### src/rtl/scene_renderer.sv
// scene_renderer: 640x480 VGA timing, per-frame object shadow registers, 2-stage hit/colour pipeline.
// Latency: rgb, hsync, vsync and video_on lag the raster counters (xaddr/yaddr) by exactly 2 pix_ce ticks.
// Backpressure: none; pix_ce=0 freezes every register. Optional score bars via `SCORE_BAR_EN.
module scene_renderer #(
    parameter int         H_VIS    = 640,
    parameter int         H_FP     = 16,
    parameter int         H_SYNC   = 96,
    parameter int         H_BP     = 48,
    parameter int         V_VIS    = 480,
    parameter int         V_FP     = 10,
    parameter int         V_SYNC   = 2,
    parameter int         V_BP     = 33,
    parameter int         BALL_R   = 4,
    parameter int         USER_HW  = 60,
    parameter int         USER_HH  = 10,
    parameter int         BLOCK_HW = 60,
    parameter int         BLOCK_HH = 30,
    parameter int         WALL_L   = 16,
    parameter int         WALL_R   = 624,
    parameter logic [7:0] C_BALL   = 8'hFF,
    parameter logic [7:0] C_USER1  = 8'h1F,
    parameter logic [7:0] C_USER2  = 8'hE0,
    parameter logic [7:0] C_BLOCK  = 8'h92,
    parameter logic [7:0] C_WALL   = 8'h49,
    parameter logic [7:0] C_BG     = 8'h00,
    parameter logic [7:0] C_OVER   = 8'hE3
) (
    input  logic       clk,
    input  logic       rst_n,
    input  logic       pix_ce,
    input  logic       disp_sel,
    input  logic [3:0] score_user1,
    input  logic [3:0] score_user2,
    input  logic [9:0] ball_xaddr,
    input  logic [9:0] ball_yaddr,
    input  logic [9:0] user1_xaddr,
    input  logic [9:0] user1_yaddr,
    input  logic [9:0] user2_xaddr,
    input  logic [9:0] user2_yaddr,
    input  logic [9:0] block1_xaddr,
    input  logic [9:0] block1_yaddr,
    input  logic [9:0] block2_xaddr,
    input  logic [9:0] block2_yaddr,
    input  logic [9:0] block3_xaddr,
    input  logic [9:0] block3_yaddr,
    output logic [9:0] xaddr,
    output logic [9:0] yaddr,
    output logic       hsync,
    output logic       vsync,
    output logic       video_on,
    output logic [7:0] rgb
);

    typedef struct packed {
        logic [9:0] x;
        logic [9:0] y;
    } coord_t;

    typedef struct packed {
        logic ball;
        logic user1;
        logic user2;
        logic block;
        logic wall;
`ifdef SCORE_BAR_EN
        logic bar1;
        logic bar2;
`endif
    } hit_t;

    localparam logic [9:0]  H_LAST   = 10'(H_VIS + H_FP + H_SYNC + H_BP - 1);
    localparam logic [9:0]  V_LAST   = 10'(V_VIS + V_FP + V_SYNC + V_BP - 1);
    localparam logic [9:0]  V_LOAD   = 10'(V_VIS - 1);
    localparam logic [9:0]  HS_BEG   = 10'(H_VIS + H_FP);
    localparam logic [9:0]  HS_END   = 10'(H_VIS + H_FP + H_SYNC - 1);
    localparam logic [9:0]  VS_BEG   = 10'(V_VIS + V_FP);
    localparam logic [9:0]  VS_END   = 10'(V_VIS + V_FP + V_SYNC - 1);
    localparam logic [9:0]  H_VIS10  = 10'(H_VIS);
    localparam logic [9:0]  V_VIS10  = 10'(V_VIS);
    localparam logic [10:0] H_VIS11  = 11'(H_VIS);
    localparam logic [10:0] V_VIS11  = 11'(V_VIS);
    localparam logic [10:0] BALL_R11 = 11'(BALL_R);
    localparam logic [10:0] U_HW11   = 11'(USER_HW);
    localparam logic [10:0] U_HH11   = 11'(USER_HH);
    localparam logic [10:0] B_HW11   = 11'(BLOCK_HW);
    localparam logic [10:0] B_HH11   = 11'(BLOCK_HH);
    localparam logic [10:0] WALL_L11 = 11'(WALL_L);
    localparam logic [10:0] WALL_R11 = 11'(WALL_R);

    logic [9:0] hcnt;
    logic [9:0] vcnt;

    assign xaddr = hcnt;
    assign yaddr = vcnt;

    always_ff @(posedge clk or negedge rst_n) begin
        if (!rst_n) begin
            hcnt <= 10'd0;
            vcnt <= 10'd0;
        end else if (pix_ce) begin
            if (hcnt == H_LAST) begin
                hcnt <= 10'd0;
                vcnt <= (vcnt == V_LAST) ? 10'd0 : vcnt + 10'd1;
            end else begin
                hcnt <= hcnt + 10'd1;
            end
        end
    end

    // Shadows change only after the last visible pixel, so no frame ever mixes old and new positions.
    coord_t     sh_ball, sh_user1, sh_user2, sh_block1, sh_block2, sh_block3;
    logic [3:0] sh_score1, sh_score2;
    logic       sh_over;
    logic       shadow_load;

    assign shadow_load = pix_ce && (hcnt == H_LAST) && (vcnt == V_LOAD);

    always_ff @(posedge clk or negedge rst_n) begin
        if (!rst_n) begin
            sh_ball   <= {10'd320, 10'd440};
            sh_user1  <= {10'd320, 10'd20};
            sh_user2  <= {10'd320, 10'd460};
            sh_block1 <= {10'd120, 10'd120};
            sh_block2 <= {10'd320, 10'd120};
            sh_block3 <= {10'd520, 10'd120};
            sh_score1 <= 4'd0;
            sh_score2 <= 4'd0;
            sh_over   <= 1'b0;
        end else if (shadow_load) begin
            sh_ball   <= {ball_xaddr, ball_yaddr};
            sh_user1  <= {user1_xaddr, user1_yaddr};
            sh_user2  <= {user2_xaddr, user2_yaddr};
            sh_block1 <= {block1_xaddr, block1_yaddr};
            sh_block2 <= {block2_xaddr, block2_yaddr};
            sh_block3 <= {block3_xaddr, block3_yaddr};
            sh_score1 <= score_user1;
            sh_score2 <= score_user2;
            sh_over   <= disp_sel;
        end
    end

    // 11-bit compare keeps cx-HW from wrapping; centres off the visible area draw nothing.
    function automatic logic in_box(input logic [10:0] px, input logic [10:0] py,
                                    input coord_t c, input logic [10:0] hw, input logic [10:0] hh);
        logic [10:0] cx;
        logic [10:0] cy;
        cx = {1'b0, c.x};
        cy = {1'b0, c.y};
        return (cx < H_VIS11) && (cy < V_VIS11) &&
               (px + hw >= cx) && (px <= cx + hw) &&
               (py + hh >= cy) && (py <= cy + hh);
    endfunction

    logic [10:0] x11;
    logic [10:0] y11;
    hit_t        hit_c;
    logic        hs_c;
    logic        vs_c;
    logic        vis_c;

    assign x11   = {1'b0, hcnt};
    assign y11   = {1'b0, vcnt};
    assign hs_c  = !((hcnt >= HS_BEG) && (hcnt <= HS_END));
    assign vs_c  = !((vcnt >= VS_BEG) && (vcnt <= VS_END));
    assign vis_c = (hcnt < H_VIS10) && (vcnt < V_VIS10);

`ifdef SCORE_BAR_EN
    logic [10:0] bar1_len;
    logic [10:0] bar2_len;
    assign bar1_len = {3'b000, sh_score1, 4'b0000};
    assign bar2_len = {3'b000, sh_score2, 4'b0000};
`endif

    always_comb begin
        hit_c       = '0;
        hit_c.ball  = in_box(x11, y11, sh_ball, BALL_R11, BALL_R11);
        hit_c.user1 = in_box(x11, y11, sh_user1, U_HW11, U_HH11);
        hit_c.user2 = in_box(x11, y11, sh_user2, U_HW11, U_HH11);
        hit_c.block = in_box(x11, y11, sh_block1, B_HW11, B_HH11) ||
                      in_box(x11, y11, sh_block2, B_HW11, B_HH11) ||
                      in_box(x11, y11, sh_block3, B_HW11, B_HH11);
        hit_c.wall  = (x11 < WALL_L11) || (x11 >= WALL_R11);
`ifdef SCORE_BAR_EN
        hit_c.bar1  = (vcnt < 10'd8) && (x11 >= WALL_L11) && (x11 < WALL_L11 + bar1_len);
        hit_c.bar2  = (vcnt < 10'd8) && (x11 <= WALL_R11) && (x11 + bar2_len > WALL_R11);
`endif
    end

    // Stage 1: hit flags plus everything stage 2 needs, so a shadow load cannot skew a pixel.
    logic s1_vld, s1_vid, s1_hs, s1_vs, s1_over, s1_win1, s1_win2;
    hit_t s1_hit;

    always_ff @(posedge clk or negedge rst_n) begin
        if (!rst_n) begin
            s1_vld  <= 1'b0;
            s1_vid  <= 1'b0;
            s1_hs   <= 1'b1;
            s1_vs   <= 1'b1;
            s1_over <= 1'b0;
            s1_win1 <= 1'b0;
            s1_win2 <= 1'b0;
            s1_hit  <= '0;
        end else if (pix_ce) begin
            s1_vld  <= 1'b1;
            s1_vid  <= vis_c;
            s1_hs   <= hs_c;
            s1_vs   <= vs_c;
            s1_over <= sh_over;
            s1_win1 <= sh_score1 > sh_score2;
            s1_win2 <= sh_score2 > sh_score1;
            s1_hit  <= hit_c;
        end
    end

    logic [7:0] colour_c;

    always_comb begin
        colour_c = C_BG;
        if (s1_over) begin
            colour_c = C_OVER;
            if (s1_win1 && s1_hit.user1)
                colour_c = C_USER1;
            else if (s1_win2 && s1_hit.user2)
                colour_c = C_USER2;
        end else if (s1_hit.ball) begin
            colour_c = C_BALL;
        end else if (s1_hit.user1) begin
            colour_c = C_USER1;
        end else if (s1_hit.user2) begin
            colour_c = C_USER2;
        end else if (s1_hit.block) begin
            colour_c = C_BLOCK;
        end else if (s1_hit.wall) begin
            colour_c = C_WALL;
        end
`ifdef SCORE_BAR_EN
        if (s1_hit.bar1)
            colour_c = C_USER1;
        else if (s1_hit.bar2)
            colour_c = C_USER2;
`endif
    end

    always_ff @(posedge clk or negedge rst_n) begin
        if (!rst_n) begin
            hsync    <= 1'b1;
            vsync    <= 1'b1;
            video_on <= 1'b0;
            rgb      <= 8'h00;
        end else if (pix_ce) begin
            hsync    <= s1_hs;
            vsync    <= s1_vs;
            video_on <= s1_vld && s1_vid;
            rgb      <= (s1_vld && s1_vid) ? colour_c : 8'h00;
        end
    end

endmodule

### config.mk
export PLATFORM = sky130hd
export DESIGN_NAME = scene_renderer
export DESIGN_NICKNAME = d
export VERILOG_FILES = /design/src/rtl/scene_renderer.sv
export SDC_FILE = /design/constraint.sdc
export NUM_CORES = 1
export LEC_CHECK = 0
export BUFFER_PORTS_ARGS = -buffer_cell sky130_fd_sc_hd__buf_4
export CORE_MARGIN = 5
export CORE_UTILIZATION = 45
export DETAILED_ROUTE_END_ITERATION = 8
export PLACE_DENSITY = 0.69
export SLEW_MARGIN = 20
export SYNTH_ARGS = -nofsm -noshare
export SYNTH_HDL_FRONTEND = slang
export SYNTH_SLANG_ARGS = --single-unit
### constraint.sdc
create_clock -name clk -period 4.3 [get_ports clk]
set_clock_uncertainty 0.15 [all_clocks]
set_input_delay 0.215 -clock clk [delete_from_list [all_inputs] [get_ports clk]]
set_output_delay 0.215 -clock clk [all_outputs]
set_load 0.01 [all_outputs]
**Yosys cells after proc, flatten, opt, wreduce, memory -nomap -nowiden**

Cells that the tools add are included.

- Flip-flop bits (word level): 172
- Bits in latches: 0
- Bits in writable memories: 0
- ROM bits: 0
- Bits of input ports: 132
- Output and inout bits: 31
- Logic and storage cells: 156
- Memories: 0

- $add $sub $neg: 19
- $mul: 0
- Div/mod/pow operators: 0
- Magnitude comparators: 46
- Eq/ne operators: 3
- Shift-type cells: 0
- Mux-type cells: 11
- Bitwise gates (word level): 0
- Reductions and logical operators: 44

Operators by type and width:

| operator | number |
|---|---|
| >= comparator 11 x 10 -> 1 bit | 12 |
| less-or-equal comparator 10 x 11 -> 1 bit | 12 |
| < comparator 10 bit, second input constant | 7 |
| < comparator 10 x 9 -> 1 bit, second input constant | 7 |
| adder 10 x 6 -> 11 bit, second input constant | 6 |
| two-way mux 8 bit | 7 |
| adder 10 x 3 -> 11 bit, second input constant | 4 |
| adder 10 x 5 -> 11 bit, second input constant | 4 |
| logical AND 1 bit | 38 |
| adder 10 x 4 -> 11 bit, second input constant | 3 |
| adder 10 x 1 -> 10 bit, second input constant | 2 |
| == test 10 bit, second input constant | 2 |
| >= comparator 10 bit, second input constant | 2 |
| two-way mux 10 bit | 2 |
| == test 10 x 9 -> 1 bit, second input constant | 1 |
| >= comparator 10 x 9 -> 1 bit, second input constant | 1 |
| less-or-equal comparator 10 bit, second input constant | 1 |
| less-or-equal comparator 10 x 9 -> 1 bit, second input constant | 1 |
| < comparator 10 x 5 -> 1 bit, second input constant | 1 |
| greater-than comparator 4 bit | 2 |
| two-way mux 7 bit | 1 |
| logical OR 1 bit | 3 |
| zero test 1 bit | 2 |
| two-way mux 2 bit | 1 |
| AND reduction 2 bit | 1 |

**Depth between registers and ports, before layout**

- Word-level depth: 8
- Depth in mapped cells: 15
- Depth with buffers taken out: 14

**Worst setup path after synthesis**

No wires, ideal clock.

- Path kind: flip-flop to flip-flop
- Start: register vcnt[3], in the netlist yaddr[3]
- End: register s1_hit[1] (netlist bit)
- Setup time: 136 ps
- Arrival: 3186 ps
- Data required time: 4014 ps
- Slack: 828 ps
- Cell stages (with the launch flop): 16
- Path buffers: 1
- Clock period less this slack: 3472 ps
- Cell sequence: dfrtp_1 clkbuf_1 inv_1 ha_1 a21bo_2 o21ai_0 nor2_1 xor2_1 ha_1 a21o_1 a21oi_1 o21ai_0 a41oi_1 nor4_1 a311oi_1 o32ai_1

- Word-level cells in the longest chain between the ends: 6
- Elaborated cells between the ends (all ways): 15
- Classes of those cells: add/sub (1); order compare (6); reduce/logical (8)

RTL lines:

| element | RTL line | source |
|---|---|---|
| start: declaration | 91 | `logic [9:0] vcnt;` |
| start signal: assignment | 103 | `vcnt <= (vcnt == V_LAST) ? 10'd0 : vcnt + 10'd1;` |
| adder 10 x 5 -> 11 bit | 151 | `(py + hh >= cy) && (py <= cy + hh);` |
| >= comparator 11 x 10 -> 1 bit | 151 |  |
| logical AND 1 bit | 150 | `(px + hw >= cx) && (px <= cx + hw) &&` |
| logical AND 1 bit | 151 |  |
| logical OR 1 bit | 179 | `hit_c.block = in_box(x11, y11, sh_block1, B_HW11, B_HH11) \|\|` |
| logical OR 1 bit * | 180 | `in_box(x11, y11, sh_block2, B_HW11, B_HH11) \|\|` |
| end signal: assignment | 211 | `s1_hit <= hit_c;` |
| end: declaration | 191 | `hit_t s1_hit;` |

Every way passes the cells marked *; elsewhere a longest branch is shown, timed or not.
A chain may end at the register's enable or synchronous reset.

**Final worst setup path**

- Start: register hcnt[3], in the netlist xaddr[3]
- End: register s1_hit[1] (netlist bit)

- Word-level cells in the longest chain between the ends: 8
- Elaborated cells between the ends (all ways): 21
- Classes of those cells: add/sub (1); order compare (6); reduce/logical (14)

RTL lines:

| element | RTL line | source |
|---|---|---|
| start: declaration | 90 | `logic [9:0] hcnt;` |
| start signal: assignment | 105 | `hcnt <= hcnt + 10'd1;` |
| adder 10 x 6 -> 11 bit | 150 |  |
| >= comparator 11 x 10 -> 1 bit | 150 |  |
| logical AND 1 bit | 149 | `return (cx < H_VIS11) && (cy < V_VIS11) &&` |
| logical AND 1 bit (2 in a row) | 150 |  |
| logical AND 1 bit | 151 |  |
| logical OR 1 bit | 179 |  |
| logical OR 1 bit * | 180 |  |

Marked as above.

==> results.tsv <==
metric	value	unit
Setup TNS	0	ns
maxcap violations	0	
Synthesized Nets	1821	
Synth Area in Simple Gates	0.114	
initial antenna violation count	0	
post-synthesis adder-cell area fraction	0.216	
Post-synth EDFFs	0	
Leakage	8.71	nW
sequential-to-total area share from yosys stat	0.299	
post-synth design cell area	14600	um2
DR vias	11900	
CTS H-tree depth	4	
Synth area leaders	dfrtp_1 (22%), ha_1 (22%), mux2_4 (10%), dfstp_2 (7.6%), xnor2_1 (5.7%)	
CTS tree	built	
pin count of the biggest net entering global routing	96	
Async SR Flop Fraction	1.00	
startpoint type of the worst setup path	flop	
post-DR vias/cell	5.41	
Pwr per Cell Area	302	nW/um2
drt wl/cell	18.4	um
Max Freq	0.272	GHz
CTS clk-pin slew, worst paths	0.08	ns
slew margin rel.	0.373	
Power, Total	5.52	mW
Distinct cells, synth	64	
minimum clock period	3.68	ns
Pins Over Slew Limit	0	
Yosys top cell by area	dfrtp_1	
Final setup viols	0	
Gate Count Post-Synth	1438	
Routed Antenna Nets	0	
clk_lat worst skew	0.46	ns
Core Rows	65	
core area	31800	um2
gp weighted congestion	0.867	
Layout Utilization	0.573	
total CTS buffers	17	
Post-Synth XOR/XNOR Area	0.0733	
Final HPWL DP	30100	um
num ports	163	
Critical Path AT	3.84	ns
number of antenna diodes	0	
vias in the first global route	12200	
Synth Area in Compound Gates	0.117	
final hold violations	0	
gr ovfl total	0	
die width	190	um
GRT Total Usage	0.223	
die height	190	um
first-pass GRT wire length	64600	um
Final Cycle Share	0.855	
hold path depth	4	
cell depth of the worst flop-to-flop path	12	
DRT iter0 DRCs	646	
post-synth top area share	0.223	
clk buf depth	2	
DRC viols	0	
actual slew at the worst max-slew pin	0.941	ns
Die ar.	36100	um2
crit path kind	flop to flop	
Initial Util	0.458	
CTS root buf	clkbuf_16	
worst hold path type	input pin to flop	
FF-to-FF setup slack	0.62	ns
I/O Buffers	162	
Layout area overhead	25.2	%
Worst Hold Endpoint	xaddr[2]	
synth warn	0	
layout cells sized above 1	0.232	
Synth Register Bits	172	
mux cell area share after synthesis	0.129	
RSZ-0062 raised after global routing	false	
largest family of logic cells by synthesized area	adder cells	
Syn Area/Cell	10.1	um2
crit-path max FO	12	
worst r2r dst	s1_hit[1]	
Worst EP required	4.46	ns
worst r2r src	xaddr[3]	
ys flop type	dfrtp_1	
endpoint class of the critical path	flop	
Routed WL	40400	um
CTS Sinks	172	
TritonRoute pass-1 iters	5	
fin nets	2130	
status	complete, no violations	
Peak supply drop	0.313	mV
min-delay src	pix_ce	
-- cell usage after synthesis (all sizes together) (13+ instances only) --
cell type	instances
inv	141
a21oi	62
nand4	41
xnor2	95
nand2	68
nor2	73
nand2b	16
a21o	35
ha	251
dfrtp	130
nor2b	13
buf	20
and3	14
mux2	134
nand3	35
o21ai	67
nor3	30
dfstp	42
xor2	27
-- where the power goes --
part | leakage, nW | switching (mW) | internal, mW
clock network | 0.280 | 0.787 | 0.777
registers | 2.20 | 0.129 | 1.70
logic | 6.24 | 1.15 | 0.974
total | 8.71 | 2.06 | 3.45
-- routing by layer --
metal,wire length (um),track usage,vias up,share of wire
li1,-,-,5789,-
met1,19000,0.308,5752,0.47
met2,18900,0.368,285,0.47
met3,1900,0.0385,44,0.047
met4,578,0.0518,0,0.014
met5,0,0,-,0
-- worst max-delay path by stage --
stage	startpoint	endpoint	slack (ns)	cells after the start
6_report	xaddr[3]	s1_hit[1]	0.62	12
5_1_grt	xaddr[3]	s1_hit[1]	0.47	10
4_1_cts	xaddr[3]	s1_hit[1]	0.70	10
3_5_place_dp	xaddr[3]	s1_hit[1]	0.73	10
3_3_place_gp	yaddr[2]	s1_hit[1]	0.76	12
2_1_floorplan	yaddr[3]	s1_hit[1]	0.83	15
-- worst max-delay path, stage by stage (launching register included) --
cell and delay (ns):
dfrtp_1 0.71, inv_1 0.15, ha_1 0.26, nand2_1 0.11
xor2_1 0.46, ha_1 0.34, nand4_1 0.12, nor2_1 0.06
a2111oi_0 0.42, a21boi_0 0.27, nor4_1 0.09, a311oi_1 0.25
o32ai_1 0.14
-- cells by family (layout without fill, tap and decap cells) --
| family | count (synthesis) | after routing |
|---|---|---|
| AOI/OAI and AO/OA | 261 | 261 |
| xor gates and xnor gates | 122 | 122 |
| adders and majority gates | 251 | 251 |
| buffers and inverters | 173 | 495 |
| DFF | 172 | 172 |
| muxes | 134 | 134 |
| and+or+nand+nor | 325 | 325 |
-- metrics by stage --
stage / hold WS [ns] / instances / area (um2) / worst slack (ns)
floorplan: -0.231 / 1438 / 14600 / 0.828
global placement: 0.216 / 2033 / 16400 / 0.764
detailed placement: 0.223 / 2033 / 16400 / 0.728
CTS: 0.0620 / 2195 / 18200 / 0.698
global route: 0.0875 / 2195 / 18200 / 0.468
finish: 0.0996 / 2195 / 18200 / 0.623
-- layout make-up --
class | instances | area [um2]
sequential | 172 | 4360
timing repair buffer | 321 | 2760
clock buffer | 18 | 429
multi-input combinational | 1093 | 9460
fill | 2714 | 13600
inverter | 142 | 533
clock inverter | 14 | 146
tap | 435 | 544
-- state kept, by name (all words and copies together), names as in the netlist, 8 cells and up --
| register | count |
|---|---|
| xaddr | 10 |
| rgb | 8 |
| sh_ball | 20 |
| sh_user2 | 20 |
| sh_block2 | 20 |
| yaddr | 10 |
| sh_block3 | 20 |
| sh_block1 | 20 |
| sh_user1 | 20 |
-- cell usage in the layout, fill, tap and decap left out, types with 4 or more instances in the layout --
cell type      netlist  routed
ha_1               251     251
buf_4                2     188
inv_1              140     140
dlygate4sd3_1        0     130
dfrtp_1            130     130
mux2_4             100     100
xnor2_1             95      95
nor2_1              73      73
nand2_1             67      67
o21ai_0             67      67
a21oi_1             62      62
dfstp_2             42      42
nand4_1             40      40
a21o_1              35      35
nand3_1             34      34
mux2_2              34      34
nor3_1              30      30
xor2_1              27      27
clkbuf_16            0      17
nand2b_1            16      16
and3_1              14      14
nor2b_1             13      13
a2111oi_0           12      12
a211oi_1            12      12
a31oi_1              8       8
o21a_1               8       8
nor4_1               7       7
o2bb2ai_1            6       6
o31ai_1              6       6
o32ai_1              6       6
inv_6                0       6
or3_1                5       5
and4_1               5       5
o41ai_1              4       4
or2_2                4       4
nand4b_1             4       4
o211ai_1             4       4
a211o_1              4       4
inv_8                0       4
-- timing repair --
item                                   in CTS  in global routing
hold buffers                              130                  0
endpoints found under the hold margin     204                  0
gates resized for setup                     0                  0
setup buffers                               0                  0
No activity file was read; power rests on OpenSTA's default activity.
